**src/rtl/inst_fetch_buf_pkg.sv**
```systemverilog
// Shared constants and types for the instruction fetch buffer.
package inst_fetch_buf_pkg;

  localparam int unsigned IF_BUF_DEPTH = 4;
  localparam int unsigned IF_BUF_PTR_W = 2;
  localparam int unsigned IF_BUF_CNT_W = 3;
  localparam int unsigned INST_ADDR_W  = 32;
  localparam int unsigned INST_W       = 32;

  // Count value at which no further fetch may be issued.
  localparam logic [IF_BUF_CNT_W-1:0] IF_BUF_FULL = 3'd4;

  localparam logic [INST_W-1:0] ZERO_WORD = '0;

  // Index of the stall bit that blocks handoff into IF/ID.
  localparam int unsigned STALL_IF_BIT = 1;

  typedef enum logic [1:0] {
    FETCH_IDLE  = 2'd0,
    FETCH_WAIT  = 2'd1,
    FETCH_DRAIN = 2'd2
  } fetch_state_e;

  typedef struct packed {
    logic [INST_ADDR_W-1:0] pc;
    logic [INST_W-1:0]      inst;
  } fetch_entry_t;

endpackage

```
**src/rtl/inst_fetch_buf_fifo.sv**
```systemverilog
// Four-entry FIFO of {pc, inst} pairs feeding IF/ID; head is read
// combinationally from storage and reads as zero when empty.
module inst_fifo
  import inst_fetch_buf_pkg::*;
(
  input  logic                    clk,
  input  logic                    rst,
  input  logic                    flush,
  input  logic                    push,
  input  fetch_entry_t            push_data,
  input  logic                    pop,
  output logic                    valid,
  output fetch_entry_t            head,
  output logic [IF_BUF_CNT_W-1:0] count
);

  fetch_entry_t            mem [IF_BUF_DEPTH];
  logic [IF_BUF_PTR_W-1:0] rd_ptr;
  logic [IF_BUF_PTR_W-1:0] wr_ptr;

  // Storage write; contents need no reset since count gates visibility.
  always_ff @(posedge clk) begin
    if (push) begin
      mem[wr_ptr] <= push_data;
    end
  end

  // Pointer and occupancy update; flush empties the buffer without popping.
  always_ff @(posedge clk) begin
    if (rst || flush) begin
      rd_ptr <= '0;
      wr_ptr <= '0;
      count  <= '0;
    end else begin
      if (push) wr_ptr <= wr_ptr + 2'd1;
      if (pop)  rd_ptr <= rd_ptr + 2'd1;
      count <= count + {2'b00, push} - {2'b00, pop};
    end
  end

  // Head presentation: zero (NOP at address 0) while empty.
  always_comb begin
    valid = (count != '0);
    head  = '0;
    if (valid) begin
      head = mem[rd_ptr];
    end
  end

endmodule

```
**src/rtl/inst_fetch_buf.sv**
```systemverilog
// Instruction fetch buffer: a three-state fetch FSM issues one bus request
// at a time into a four-entry FIFO that decouples the bus from IF/ID.
//
// Bus handshake: ibus_req_o/ibus_addr_o are registered and held stable from
// the cycle after issue until the cycle ibus_ack_i=1 is seen; ibus_rdata_i is
// consumed only in that ack cycle. Only one request is ever outstanding, and
// an ack seen while no request is outstanding (IDLE) is ignored.
module inst_fetch_buf
  import inst_fetch_buf_pkg::*;
(
  input  logic                    clk,
  input  logic                    rst,
  input  logic [INST_ADDR_W-1:0]  pc_i,
  input  logic                    ce_i,
  input  logic [5:0]              stall,
  input  logic                    flush,
  output logic                    stallreq_o,
  output logic                    ibus_req_o,
  output logic [INST_ADDR_W-1:0]  ibus_addr_o,
  input  logic                    ibus_ack_i,
  input  logic [INST_W-1:0]       ibus_rdata_i,
  output logic                    if_valid_o,
  output logic [INST_ADDR_W-1:0]  if_pc_o,
  output logic [INST_W-1:0]       if_inst_o,
  output fetch_state_e            dbg_state,
  output logic [IF_BUF_CNT_W-1:0] dbg_count
);

  fetch_state_e            state;
  fetch_state_e            state_n;
  logic                    req_n;
  logic [INST_ADDR_W-1:0]  addr_n;
  logic                    push;
  logic                    pop;
  logic [IF_BUF_CNT_W-1:0] count;
  fetch_entry_t            head;
  fetch_entry_t            push_data;
  logic                    unused_stall;

  // Only the IF/ID hold bit matters here; the other stall bits are for other stages.
  assign unused_stall = ^{stall[5:2], stall[0]};

  // FSM state and registered bus request; reset abandons any outstanding request.
  always_ff @(posedge clk) begin
    if (rst) begin
      state       <= FETCH_IDLE;
      ibus_req_o  <= 1'b0;
      ibus_addr_o <= '0;
    end else begin
      state       <= state_n;
      ibus_req_o  <= req_n;
      ibus_addr_o <= addr_n;
    end
  end

  // Next state, next bus request and FIFO push decision.
  always_comb begin
    state_n = state;
    req_n   = ibus_req_o;
    addr_n  = ibus_addr_o;
    push    = 1'b0;
    unique case (state)
      FETCH_IDLE: begin
        if (ce_i && (count < IF_BUF_FULL) && !flush) begin
          state_n = FETCH_WAIT;
          req_n   = 1'b1;
          addr_n  = pc_i;
        end else begin
          req_n   = 1'b0;
        end
      end
      FETCH_WAIT: begin
        if (ibus_ack_i) begin
          push    = !flush;
          req_n   = 1'b0;
          state_n = FETCH_IDLE;
        end else if (flush) begin
          // Request cannot be withdrawn; wait for its ack and drop the data.
          state_n = FETCH_DRAIN;
        end
      end
      FETCH_DRAIN: begin
        if (ibus_ack_i) begin
          req_n   = 1'b0;
          state_n = FETCH_IDLE;
        end
      end
      default: begin
        req_n   = 1'b0;
        state_n = FETCH_IDLE;
      end
    endcase
  end

  // Hold the PC stage except in the cycle its word is captured.
  always_comb begin
    stallreq_o = ce_i && !((state == FETCH_WAIT) && ibus_ack_i && !flush);
  end

  // Handoff to IF/ID: pop whenever the head is valid and IF/ID is not held.
  always_comb begin
    pop            = if_valid_o && !stall[STALL_IF_BIT] && !flush;
    push_data.pc   = ibus_addr_o;
    push_data.inst = ibus_rdata_i;
  end

  inst_fifo u_fifo (
    .clk       (clk),
    .rst       (rst),
    .flush     (flush),
    .push      (push),
    .push_data (push_data),
    .pop       (pop),
    .valid     (if_valid_o),
    .head      (head),
    .count     (count)
  );

  assign if_pc_o   = head.pc;
  assign if_inst_o = head.inst;
  assign dbg_state = state;
  assign dbg_count = count;

endmodule

```
**config.mk**
```make
export PLATFORM = sky130hd
export DESIGN_NAME = inst_fetch_buf
export DESIGN_NICKNAME = d
export VERILOG_FILES = /design/src/rtl/inst_fetch_buf_pkg.sv /design/src/rtl/inst_fetch_buf_fifo.sv /design/src/rtl/inst_fetch_buf.sv
export SDC_FILE = /design/constraint.sdc
export NUM_CORES = 1
export LEC_CHECK = 0
export ABC_AREA = 1
export BUFFER_PORTS_ARGS = -buffer_cell sky130_fd_sc_hd__buf_4
export CORE_UTILIZATION = 29
export CTS_CLUSTER_DIAMETER = 40
export DETAILED_ROUTE_END_ITERATION = 6
export GPL_TIMING_DRIVEN = 0
export PLACE_DENSITY_LB_ADDON = 0.25
export SLEW_MARGIN = 20
export SYNTH_ARGS = -nofsm -noshare
export SYNTH_HDL_FRONTEND = slang
export SYNTH_SLANG_ARGS = --single-unit
```
**constraint.sdc**
```tcl
create_clock -name clk -period 10.8 [get_ports clk]
set_clock_uncertainty 0.1 [all_clocks]
set_input_delay 0 -clock clk [delete_from_list [all_inputs] [get_ports clk]]
set_output_delay 0 -clock clk [all_outputs]
set_load 0.01 [all_outputs]
```
; ---- Yosys cells after proc, flatten, opt, wreduce, memory -nomap -nowiden
; Memories as Yosys holds them, arrays and structs flattened. A register that Yosys moved wholly into a read port is not among the register bits.
; Index checks and enable logic that the tools add are counted.
[word_totals]
out_inout_bits = 104
in_bits = 75
ramBits = 256
elab_cells = 49
register_bits = 42
mem_count = 1
[op_classes]
addsub = 4
n_eq_ne = 6
n_mux = 15
n_reduce_logical = 16
order_cmp = 1
[memory_table]
columns = memory, depth, width, read_ports, rd_clocked_by_memory_dff, write_ports, line
row1 = u_fifo.mem, 4, 64, 1, 1, 1, inst_fetch_buf_fifo.sv:17  ; fetch_entry_t mem [IF_BUF_DEPTH];
[op_table]
columns = op, count
row1 = 64-bit two-way mux, 1
row2 = 2-bit two-way mux, 6
row3 = 1-bit logical AND, 7
row4 = 1-bit two-way mux, 6
row5 = 2-bit one-hot mux with 3 select lines, 1
row6 = 2-bit by 1-bit adder with 2-bit output (second input constant), 2
row7 = 2-bit != test (second input constant), 2
row8 = 3-bit by 1-bit adder with 3-bit output, 1
row9 = 1-bit logical NOT, 3
row10 = 3-bit less-than comparator (second input constant), 1
row11 = 3-bit != test (second input constant), 1
row12 = 3-bit AND reduction, 1
row13 = 3-bit nonzero test, 1
row14 = 3-bit by 1-bit subtractor with 3-bit output, 1
row15 = 2-bit by 1-bit == test with 1-bit output (second input constant), 1
row16 = 2-bit == test (second input constant), 1
row17 = 2-bit logical NOT, 1
row18 = 2-bit by 1-bit != test with 1-bit output (second input constant), 1
row19 = 1-bit one-hot mux with 2 select lines, 1
row20 = 2-bit AND reduction, 1
row21 = 2-bit OR reduction, 1
row22 = 1-bit logical OR, 1

; ---- Logic depth before layout (Yosys ltp)
; Gate-level depths: netlist (run 1).
[logic_depth]
word_depth = 5
depth_mapped = 12
depth_no_buf = 12

; ---- By module
; A second synthesis (run 1) with hierarchy kept.
[unflattened]
cells_unflattened = 1244
area_unflattened_um2 = 12672.2
[modules_own_cells]
columns = mod, area_each_um2, n_inst, cells_each, seq_area_each_um2
row1 = inst_fifo, 11265.8, 1, 1068, 7867.5
row2 = inst_fetch_buf, 1406.3, 1, 176, 700.7

; ---- Least setup slack after synthesis (run 1)
; OpenSTA, ideal clock, no wires.
[synth_path]
kind = flip-flop to flip-flop
start = register state[0], in the netlist dbg_state[0]
end = memory u_fifo.mem[0][0] (netlist name), enable pin
arrival_time_ns = 3.519
path_buffers = 0
t_required_ns = 10.213
stages_incl_launch_ff = 4
synth_period_minus_slack_ns = 4.105
setup_ns = 0.487
slack_ns = 6.695
cell_sequence = dfxtp_1 > ha_1 > nand3_1 > nor2_1
[synth_via]
elab_chain_len = 4
[synth_rtl]
columns = item, line
row1 = from (decl), inst_fetch_buf.sv:29  ; fetch_state_e state;
row2 = from (signal assigned), inst_fetch_buf.sv:50  ; state <= state_n;
row3 = 2-bit by 1-bit == test with 1-bit output, inst_fetch_buf.sv:62  ; unique case (state)
row4 = 1-bit two-way mux, inst_fetch_buf.sv:62
row5 = 1-bit two-way mux, inst_fetch_buf_fifo.sv:23  ; if (push) begin
row6 = 1-bit two-way mux (implied by the code), inst_fetch_buf_fifo.sv:24  ; mem[wr_ptr] <= push_data;
row7 = to (decl), inst_fetch_buf_fifo.sv:17
; Every way passes these cells.

; ---- Worst setup path in the final report (run 1)
[layout_path]
start = register state[1], in the netlist dbg_state[1]
end = memory u_fifo.mem[2][21] (netlist name), enable pin
; Same word-level chain as after synthesis.

==> impl_metrics.json, run 1 <==
{
  "arrival_ns": 2.70,
  "cts_root_buf": "clkbuf_16",
  "clock_sink_count": 300,
  "dp.cells": 1694,
  "layout.nets": 1377,
  "hp-start": "ibus_rdata_i[7]",
  "drive_gt1_share_pct": 22.6,
  "peakVddDrop_uv": 112,
  "r2r.worst_path.cells": 6,
  "areaGrowthSynthToFinish_pct": 39.3,
  "synth_seq_cells": 300,
  "yosysTopAreaCell": "edfxtp_1",
  "syn_nets": 1070,
  "rows": 73,
  "regToRegStartpoint": "dbg_state[1]$_SDFFE_PP0P_",
  "ant_nets": 0,
  "cts_buffers": 48,
  "yosysTopAreaCellShare_pct": 65.7,
  "hpwl_mm": 20.4,
  "utilization_pct": 41.0,
  "cp_max_fo": 16,
  "holdPathStages": 2,
  "n_antenna_cell": 0,
  "port-buffer-count": 172,
  "holdWs_ns": 0.0962,
  "num_io_pins": 179,
  "p_leak_nw": 6.07,
  "critPathKind": "flip-flop to flip-flop",
  "gr-total-overflow": 0,
  "cts.path.max_buffers": 3,
  "yosysUniqueCellTypes": 21,
  "ys_top_cells_by_area": "edfxtp_1, nor2_1, dfxtp_1, o21ai_0, a21oi_1",
  "firstDrtPassIters": 7,
  "synth-edff-count": 256,
  "synth-main-ff-cell": "edfxtp_1",
  "dr.first_iter.drc_count": 446,
  "grt_pass1_wl_mm": 48.8,
  "wl_per_cell_um": 17.4,
  "place.gp.congestion": 0.735,
  "power_mw": 2.92,
  "startpoint_type": "flip-flop",
  "maxSlewHeadroom_pct": 53.8,
  "setup_tns_ns": 0,
  "status": "finished, final reports clean",
  "endpoint_kind": "flip-flop",
  "synth-async-reset-ratio_pct": 0,
  "yosysSeqAreaShare_pct": 73.3,
  "die-area_sq_mm": 0.0411,
  "drv_slew": 0,
  "fmax_ghz": 0.393,
  "drt-total-wl_mm": 32.2,
  "grt_pass1_vias": 8423,
  "powerDensity_mw_per_mm2": 180,
  "cts_tree": "built",
  "postCtsSetupBuffers": 0,
  "vias": 8285,
  "fin_crit_sh_pct": 23.6,
  "routed_via_density": 4.46,
  "start_util_pct": 29.4,
  "r2r_setup_slack_ns": 8.25,
  "grt_max_degree": 23,
  "yosysWarnings": 0,
  "finalHoldViolations": 0,
  "syn-cell-area_sq_mm": 0.0117,
  "final_cell_count_no_fill": 1856,
  "path_clk_slew_ns": 0.05,
  "ctsResizeCount": 0,
  "die_x_um": 203,
  "finalSetupViolCount": 0,
  "period_needed_ns": 2.55,
  "cts_max_level": 2,
  "die_h_um": 203,
  "core_area_sq_mm": 0.0397,
  "cap_violations": 0,
  "hold_end": "u_fifo.mem[1][7]$_DFFE_PP_",
  "critPathRequiredTime_ns": 10.95,
  "drcViolationCount": 0,
  "synth_cells": 985,
  "worstMarginPinSlew_ns": 0.691,
  "grtUsageTotal_pct": 15.7,
  "hold_class": "input port to flip-flop",
  "antenna_found_initial": 1,
  "insertion_delay_ns": 0.55,
  "rsz0062_at_grt": "false",
  "r2r_end": "u_fifo.mem[2][21]$_DFFE_PP_",
  "syn_avg_cell_area_sq_um": 11.9
}
[worst max-delay path, stage by stage (launching register included)]
cell and delay, ns:
dfxtp_1 0.33, inv_1 0.08, ha_1 0.19, nand3_1 0.40, nor2_4 0.70, buf_16 0.25
buf_16 0.17
[worst max-delay path by stage]
stage,startpoint,end,slack [ns],cells after the start
4_1_cts,dbg_state[0]$_SDFFE_PP0P_,u_fifo.mem[2][21]$_DFFE_PP_,8.19,5
3_5_place_dp,dbg_state[0]$_SDFFE_PP0P_,u_fifo.mem[2][17]$_DFFE_PP_,8.19,5
3_3_place_gp,dbg_state[1]$_SDFFE_PP0P_,u_fifo.mem[3][26]$_DFFE_PP_,3.90,4
2_1_floorplan,dbg_state[0]$_SDFFE_PP0P_,u_fifo.mem[0][0]$_DFFE_PP_,6.69,3
6_report,dbg_state[1]$_SDFFE_PP0P_,u_fifo.mem[2][21]$_DFFE_PP_,8.25,6
5_1_grt,dbg_state[0]$_SDFFE_PP0P_,u_fifo.mem[2][22]$_DFFE_PP_,8.06,5
[cell usage after synthesis (2+ instances only)]
master / count
nor2_1: 270
edfxtp_1: 256
o21ai_0: 122
a21oi_1: 103
nand2_1: 83
dfxtp_1: 44
inv_1: 21
clkbuf_1: 20
buf_6: 16
buf_2: 11
ha_1: 9
o21ai_1: 9
buf_1: 7
inv_2: 4
buf_4: 3
nand3_1: 2
[layout by cell type (no fill, tap or decap), types with 5 or more instances in the layout]
master         instances
clkbuf_1              31
o21ai_0              122
dlygate4sd3_1         73
o21ai_1                9
inv_6                  5
buf_12                 6
buf_6                 16
nand2_1               83
edfxtp_1             256
clkbuf_16             48
a21oi_1              103
clkbuf_8               6
buf_1                  7
ha_1                   9
buf_16                 6
dfxtp_1               44
clkinv_2               7
inv_1                 21
buf_4                175
buf_2                 11
nor2_1               266
[state kept, by name, summed over array words and instances (netlist names), named ones only]
register	count
u_fifo.wr_ptr	2
u_fifo.rd_ptr	2
ibus_addr_o	32
dbg_state	2
u_fifo.mem	256
u_fifo.count	3
ibus_req_o	1
[stage by stage]
step	cell area, sq um	worst slack (ns)
3_5_place_dp	14000	8.19
6_report	16300	8.25
3_3_place_gp	13600	3.90
2_1_floorplan	11700	6.69
4_1_cts	16300	8.19
5_1_grt	16300	8.06
[power breakdown]
part / internal (mW) / switching (mW) / total (mW)
clock: 0.965 / 0.541 / 1.51
sequential: 1.27 / 0.0163 / 1.29
combinational: 0.0663 / 0.0616 / 0.128
[layer usage]
metal  GRT usage (%)  share of wire, %  vias to the layer above
li1                -                 -                     4062
met1            20.5                45                     3964
met2            26.4                48                      210
met3            3.13               4.8                       47
met4            4.81               1.8                        2
met5               0             0.040                        -
[area by class of cell]
type | instances | area [sq um]
flip-flops and latches | 300 | 8570
multi-input cells | 603 | 2700
clock inverters | 24 | 277
plain buffers | 57 | 359
clock buffers | 65 | 1330
repair buffers | 257 | 2310
well taps | 525 | 657
inverters | 25 | 93.8
fillers | 3793 | 23400
[timing repair]
action,CTS,global route
setup endpoints to repair,0,0
hold endpoints to repair,172,0
hold buffers,73,0
[cell families after synthesis]
group	Yosys count	synth area share (%)
adder cells (fa/ha/maj)	10	1.13
flip-flops	300	73.3
XOR/XNOR	2	0.150
buffers and inverters	82	3.87
AND/OR/NAND/NOR	357	11.6
AO/OA/AOI/OAI	234	10.0
No activity file was read; power rests on OpenSTA's default activity.
==> run 2: changes to the inputs <==
==> constraint.sdc (replaced) <==
create_clock -name clk -period 2.1 [get_ports clk]
set_clock_uncertainty 0.1 [all_clocks]
set_input_delay 0 -clock clk [delete_from_list [all_inputs] [get_ports clk]]
set_output_delay 0 -clock clk [all_outputs]
set_load 0.01 [all_outputs]
==> impl_metrics.json, run 2 (synthesis results as in run 1) <==
{
  "clkPwrFrac_pct": 50.6,
  "r2r_setup_slack_ns": 0.09,
  "ff_latch_area_sq_mm": 0.00858,
  "internal_power_mw": 11.5,
  "num_io_pins": 179,
  "arrival_ns": 1.92,
  "cp_max_fo": 10,
  "cts_buffers": 48,
  "holdWs_ns": 0.0747,
  "seqPwrFrac_pct": 44.8,
  "maxSlewHeadroom_pct": 60.8,
  "place.gp.congestion": 0.748,
  "grt_pass1_wl_mm": 48.7,
  "cts_root_buf": "clkbuf_16",
  "period_needed_ns": 2.02,
  "finalHoldViolations": 0,
  "r2r_end": "u_fifo.count[1]$_SDFF_PP0_",
  "cts_max_level": 2,
  "r2r.worst_path.cells": 10,
  "dr.first_iter.drc_count": 479,
  "swShare_pct": 22.6,
  "critPathRequiredTime_ns": 2.00,
  "ant_nets": 0,
  "antenna_found_initial": 0,
  "power_frac_comb_pct": 4.6,
  "regToRegStartpoint": "u_fifo.count[1]$_SDFF_PP0_",
  "hpwl_mm": 20.2,
  "finalSetupViolCount": 0,
  "critPathKind": "flip-flop to output pin",
  "firstDrtPassIters": 5,
  "grtUsageTotal_pct": 15.7,
  "fin_crit_sh_pct": 96.3,
  "p_leak_nw": 6.18,
  "largestRegisters": "u_fifo.mem (256), ibus_addr_o (32), u_fifo.count (3)",
  "fmax_ghz": 0.495,
  "cap_violations": 0,
  "drt-total-wl_mm": 31.9,
  "hold_class": "input port to flip-flop",
  "core_area_sq_mm": 0.0397,
  "mostFrequentLayoutCells": "nor2_1, edfxtp_1, buf_4",
  "multi_input_area_sq_mm": 0.00278,
  "pre_cts_ws_ns": -0.0700,
  "largest-register": "u_fifo.mem",
  "layout_commonest_cell": "nor2_1",
  "drive_gt1_share_pct": 27.0,
  "layout_setup_ws_ns": 0.0786,
  "cts_tree": "built",
  "drv_slew": 0,
  "grt_pass1_vias": 8304,
  "port-buffer-count": 172,
  "start_util_pct": 29.4,
  "path_clk_slew_ns": 0.05,
  "routed_via_density": 4.44,
  "status": "finished, final reports clean",
  "cts.path.max_buffers": 3,
  "areaGrowthSynthToFinish_pct": 42.0,
  "die_h_um": 203,
  "die_x_um": 203,
  "vias": 8298,
  "rows": 73,
  "grt_max_degree": 23,
  "largest_reg_flops": 256,
  "endpoint_kind": "output pin",
  "crit_start": "u_fifo.count[1]$_SDFF_PP0_",
  "gr-total-overflow": 0,
  "peakVddDrop_uv": 573,
  "switchingPower_mw": 3.35,
  "layout.nets": 1389,
  "die-area_sq_mm": 0.0411,
  "clock_sink_count": 300,
  "n_fill_cell": 3729,
  "powerDensity_mw_per_mm2": 893,
  "setup_tns_ns": 0,
  "startpoint_type": "flip-flop",
  "rsz0062_at_grt": "true",
  "wl_per_cell_um": 17.1,
  "worstMarginPinSlew_ns": 0.588,
  "n_antenna_cell": 0,
  "critPathCapture": "if_inst_o[16]",
  "drcViolationCount": 0,
  "insertion_delay_ns": 0.57
}
[run 2: area by class of cell]
cell class              instances  share of cell area [%]
plain buffers                  57                    3.14
clock buffers                  58                    7.71
clock inverters                32                    1.69
inverters                      25                   0.641
multi-input cells             603                    16.7
flip-flops and latches        300                    51.7
well taps                     525                    3.96
repair buffers                269                    14.4
[run 2: power groups by stage]
stage / sequential (mW) / clock, mW / combinational (mW)
after floorplan: 6.75 / 0 / 0.223
after global placement: 6.76 / 0 / 0.546
after detailed placement: 6.76 / 0 / 0.561
after CTS: 6.64 / 7.67 / 0.680
after global routing: 6.65 / 7.93 / 0.750
final: 6.64 / 7.50 / 0.681
[run 2: metal layers]
layer  wire length (um)  up-vias  track usage (%)
li1                   -     4081                -
met4                784        0             5.80
met2              15600      201             26.5
met3               1620       49             3.00
met1              14000     3967             20.1
met5                  0        -                0
[run 2: critical path: stages, from the launching register on]
cell     delay, ns
dfxtp_4       0.36
nor2_2        0.11
nand2_2       0.10
buf_12        0.14
inv_6         0.14
buf_4         0.23
a21oi_1       0.09
buf_4         0.16
[run 2: metrics by stage]
step	cells	power, mW	utilization (%)	cell area [sq um]
CTS	1856	15.0	41.3	16400
global route	1869	15.3	41.8	16600
finish	1869	14.8	41.8	16600
floorplan	985	6.98	-	11800
global placement	1682	7.30	34.5	13700
detailed placement	1694	7.32	35.2	14000
[run 2: what timing repair did]
| action | in CTS | in global routing |
|---|---|---|
| gates resized for setup | 63 | 45 |
| pin swaps | 5 | 20 |
| hold buffers | 71 | 0 |
| buffers inserted | 1 | 13 |
| hold endpoints to repair | 202 | 0 |
| setup endpoints to repair | 66 | 89 |
[run 2: how the worst min path moves through the flow]
stage / startpoint / end / cells after the start
after CTS: ibus_rdata_i[10] / u_fifo.mem[2][10]$_DFFE_PP_ / 2
after detailed placement: ibus_rdata_i[22] / u_fifo.mem[3][22]$_DFFE_PP_ / 1
after floorplan: ce_i / stallreq_o / 2
after global placement: ibus_rdata_i[30] / u_fifo.mem[2][30]$_DFFE_PP_ / 1
after global routing: ibus_rdata_i[26] / u_fifo.mem[0][26]$_DFFE_PP_ / 2
final: ibus_rdata_i[10] / u_fifo.mem[1][10]$_DFFE_PP_ / 2
==> run 3: changes to the inputs <==
--- a/config.mk
+++ b/config.mk
@@ -5,7 +5,6 @@
 export SDC_FILE = /design/constraint.sdc
 export NUM_CORES = 1
 export LEC_CHECK = 0
-export ABC_AREA = 1
 export BUFFER_PORTS_ARGS = -buffer_cell sky130_fd_sc_hd__buf_4
 export CORE_UTILIZATION = 29
 export CTS_CLUSTER_DIAMETER = 40
==> impl_metrics.json, run 3 <==
{
  "status": "complete, but fails checks",
  "violations": "setup timing",
  "layout_setup_ws_ns": -0.107,
  "cts.path.max_buffers": 3,
  "power_mw": 14.9,
  "die_x_um": 201,
  "utilization_pct": 43.1,
  "drive_gt1_share_pct": 45.5,
  "fmax_ghz": 0.453,
  "critPathKind": "flip-flop to output pin",
  "netlist_top_cells_count": "edfxtp_1, and2_1, nand2_1",
  "critPathRequiredTime_ns": 2.00,
  "largestRegisters": "u_fifo.mem (256), ibus_addr_o (32), u_fifo.count (3)",
  "die-area_sq_mm": 0.0402,
  "largest-register": "u_fifo.mem",
  "grt_max_degree": 40,
  "drv_slew": 0,
  "peakVddDrop_uv": 558,
  "syn_avg_cell_area_sq_um": 18.5,
  "rows": 72,
  "antenna_found_initial": 0,
  "num_io_pins": 179,
  "hold_class": "input port to flip-flop",
  "areaGrowthSynthToFinish_pct": 46.0,
  "cts_tree": "built",
  "maxSlewHeadroom_pct": 54.3,
  "hp-start": "ibus_rdata_i[31]",
  "yosysWarnings": 0,
  "vias": 6623,
  "grtUsageTotal_pct": 14.4,
  "syn-cell-area_sq_mm": 0.0114,
  "cap_violations": 0,
  "synth-edff-count": 256,
  "finalSetupViolCount": 60,
  "grt_pass1_wl_mm": 43.3,
  "yosysSeqAreaShare_pct": 74.9,
  "hpwl_mm": 16.3,
  "grt_pass1_vias": 7109,
  "period_needed_ns": 2.21,
  "r2r_setup_slack_ns": 0.02,
  "layout_commonest_cell": "edfxtp_1",
  "p_leak_nw": 6.00,
  "synth_seq_cells": 300,
  "routed_via_density": 4.44,
  "rsz0062_at_grt": "true",
  "drcViolationCount": 0,
  "arrival_ns": 2.11,
  "dr.first_iter.drc_count": 290,
  "path_clk_slew_ns": 0.06,
  "yosysTopAreaCellShare_pct": 67.2,
  "n_fill_cell": 3493,
  "yosysUniqueCellTypes": 29,
  "regToRegStartpoint": "u_fifo.count[1]$_SDFF_PP0_",
  "holdWs_ns": 0.0978,
  "powerDensity_mw_per_mm2": 893,
  "ant_nets": 0,
  "synth-main-ff-cell": "edfxtp_1",
  "mostFrequentLayoutCells": "edfxtp_1, buf_4, dlygate4sd3_1",
  "firstDrtPassIters": 4,
  "endpoint_kind": "output pin",
  "startpoint_type": "flip-flop",
  "place.gp.congestion": 0.690,
  "cts_max_level": 2,
  "synth_cells": 619,
  "syn_nets": 704,
  "wl_per_cell_um": 19.2,
  "cts_buffers": 47,
  "worstMarginPinSlew_ns": 0.685,
  "yosysTopAreaCell": "edfxtp_1",
  "port-buffer-count": 172,
  "ys_top_cells_by_area": "edfxtp_1, mux4_2, dfxtp_1, and2_1, nand2_1",
  "synth-async-reset-ratio_pct": 0,
  "cp_max_fo": 5,
  "n_antenna_cell": 0,
  "core_area_sq_mm": 0.0387,
  "gr-total-overflow": 0,
  "largest_reg_flops": 256,
  "insertion_delay_ns": 0.55,
  "clock_sink_count": 300,
  "start_util_pct": 29.5,
  "layout.nets": 1023,
  "fin_crit_sh_pct": 105,
  "drt-total-wl_mm": 28.7,
  "synth.most_common_cell": "edfxtp_1",
  "pre_cts_ws_ns": -0.422,
  "die_h_um": 201,
  "setup_tns_ns": -2.46,
  "cts_root_buf": "clkbuf_16",
  "finalHoldViolations": 0
}
-- run 3: worst max-delay path, cell delays in order, from the launching register on --
cell and delay [ns]:
dfxtp_4 0.41, buf_16 0.16, buf_12 0.13, mux4_2 0.57
and2_4 0.17, buf_6 0.11
-- run 3: stage by stage --
step                area [sq um]  cells
global placement           13400   1309
CTS                        16400   1490
finish                     16700   1492
floorplan                  11400    619
detailed placement         13500   1313
global route               16700   1492
-- run 3: cell type report --
cell class | instances | area, sq um | share of cell area (%)
inverter | 10 | 37.5 | 0.225
buffer | 32 | 303 | 1.81
multi-input combinational | 280 | 2860 | 17.1
clock inverter | 33 | 345 | 2.07
tap | 518 | 648 | 3.88
timing repair buffer | 267 | 2670 | 16.0
clock buffer | 52 | 1250 | 7.47
sequential | 300 | 8580 | 51.4
-- run 3: final timing paths --
kind	cells after the start	end
setup / recovery	5	if_pc_o[1]
hold / removal	2	u_fifo.mem[3][31]$_DFFE_PP_
setup reg to reg	10	u_fifo.count[2]$_SDFF_PP0_
hold reg to reg	2	ibus_addr_o[20]$_SDFFE_PP0P_
-- run 3: timing repair --
| item | CTS | global route |
|---|---|---|
| resized for setup | 109 | 80 |
| pin swaps | 25 | 22 |
| hold buffers | 73 | 0 |
| setup buffers | 12 | 0 |
| hold endpoints to repair | 172 | 0 |
| gates cloned | 8 | 4 |
| endpoints found under the setup margin | 323 | 96 |
-- run 3: kinds of logic (layout without fill, tap and decap cells) --
kind of cell	count (synthesis)	count (layout)	share of synthesized area [%]
AND/OR/NAND/NOR	156	160	7.03
buffers and inverters	43	394	2.05
flip-flops	300	300	74.9
XOR/XNOR	4	4	0.307
AO/OA/AOI/OAI	41	41	1.82
adder cells (fa/ha/maj)	10	10	1.16
multiplexers	65	65	12.7
-- run 3: layer usage --
metal  wire length, um  GRT usage (%)
met5                 0              0
met4               624           5.29
met3              1350           3.34
met2             14100           23.7
met1             12700           18.6
-- run 3: report_power, final --
| part | internal [mW] | total, mW | switching, mW |
|---|---|---|---|
| clock | 4.86 | 7.73 | 2.87 |
| sequential | 6.52 | 6.58 | 0.0611 |
| combinational | 0.333 | 0.594 | 0.262 |
| total | 11.7 | 14.9 | 3.19 |
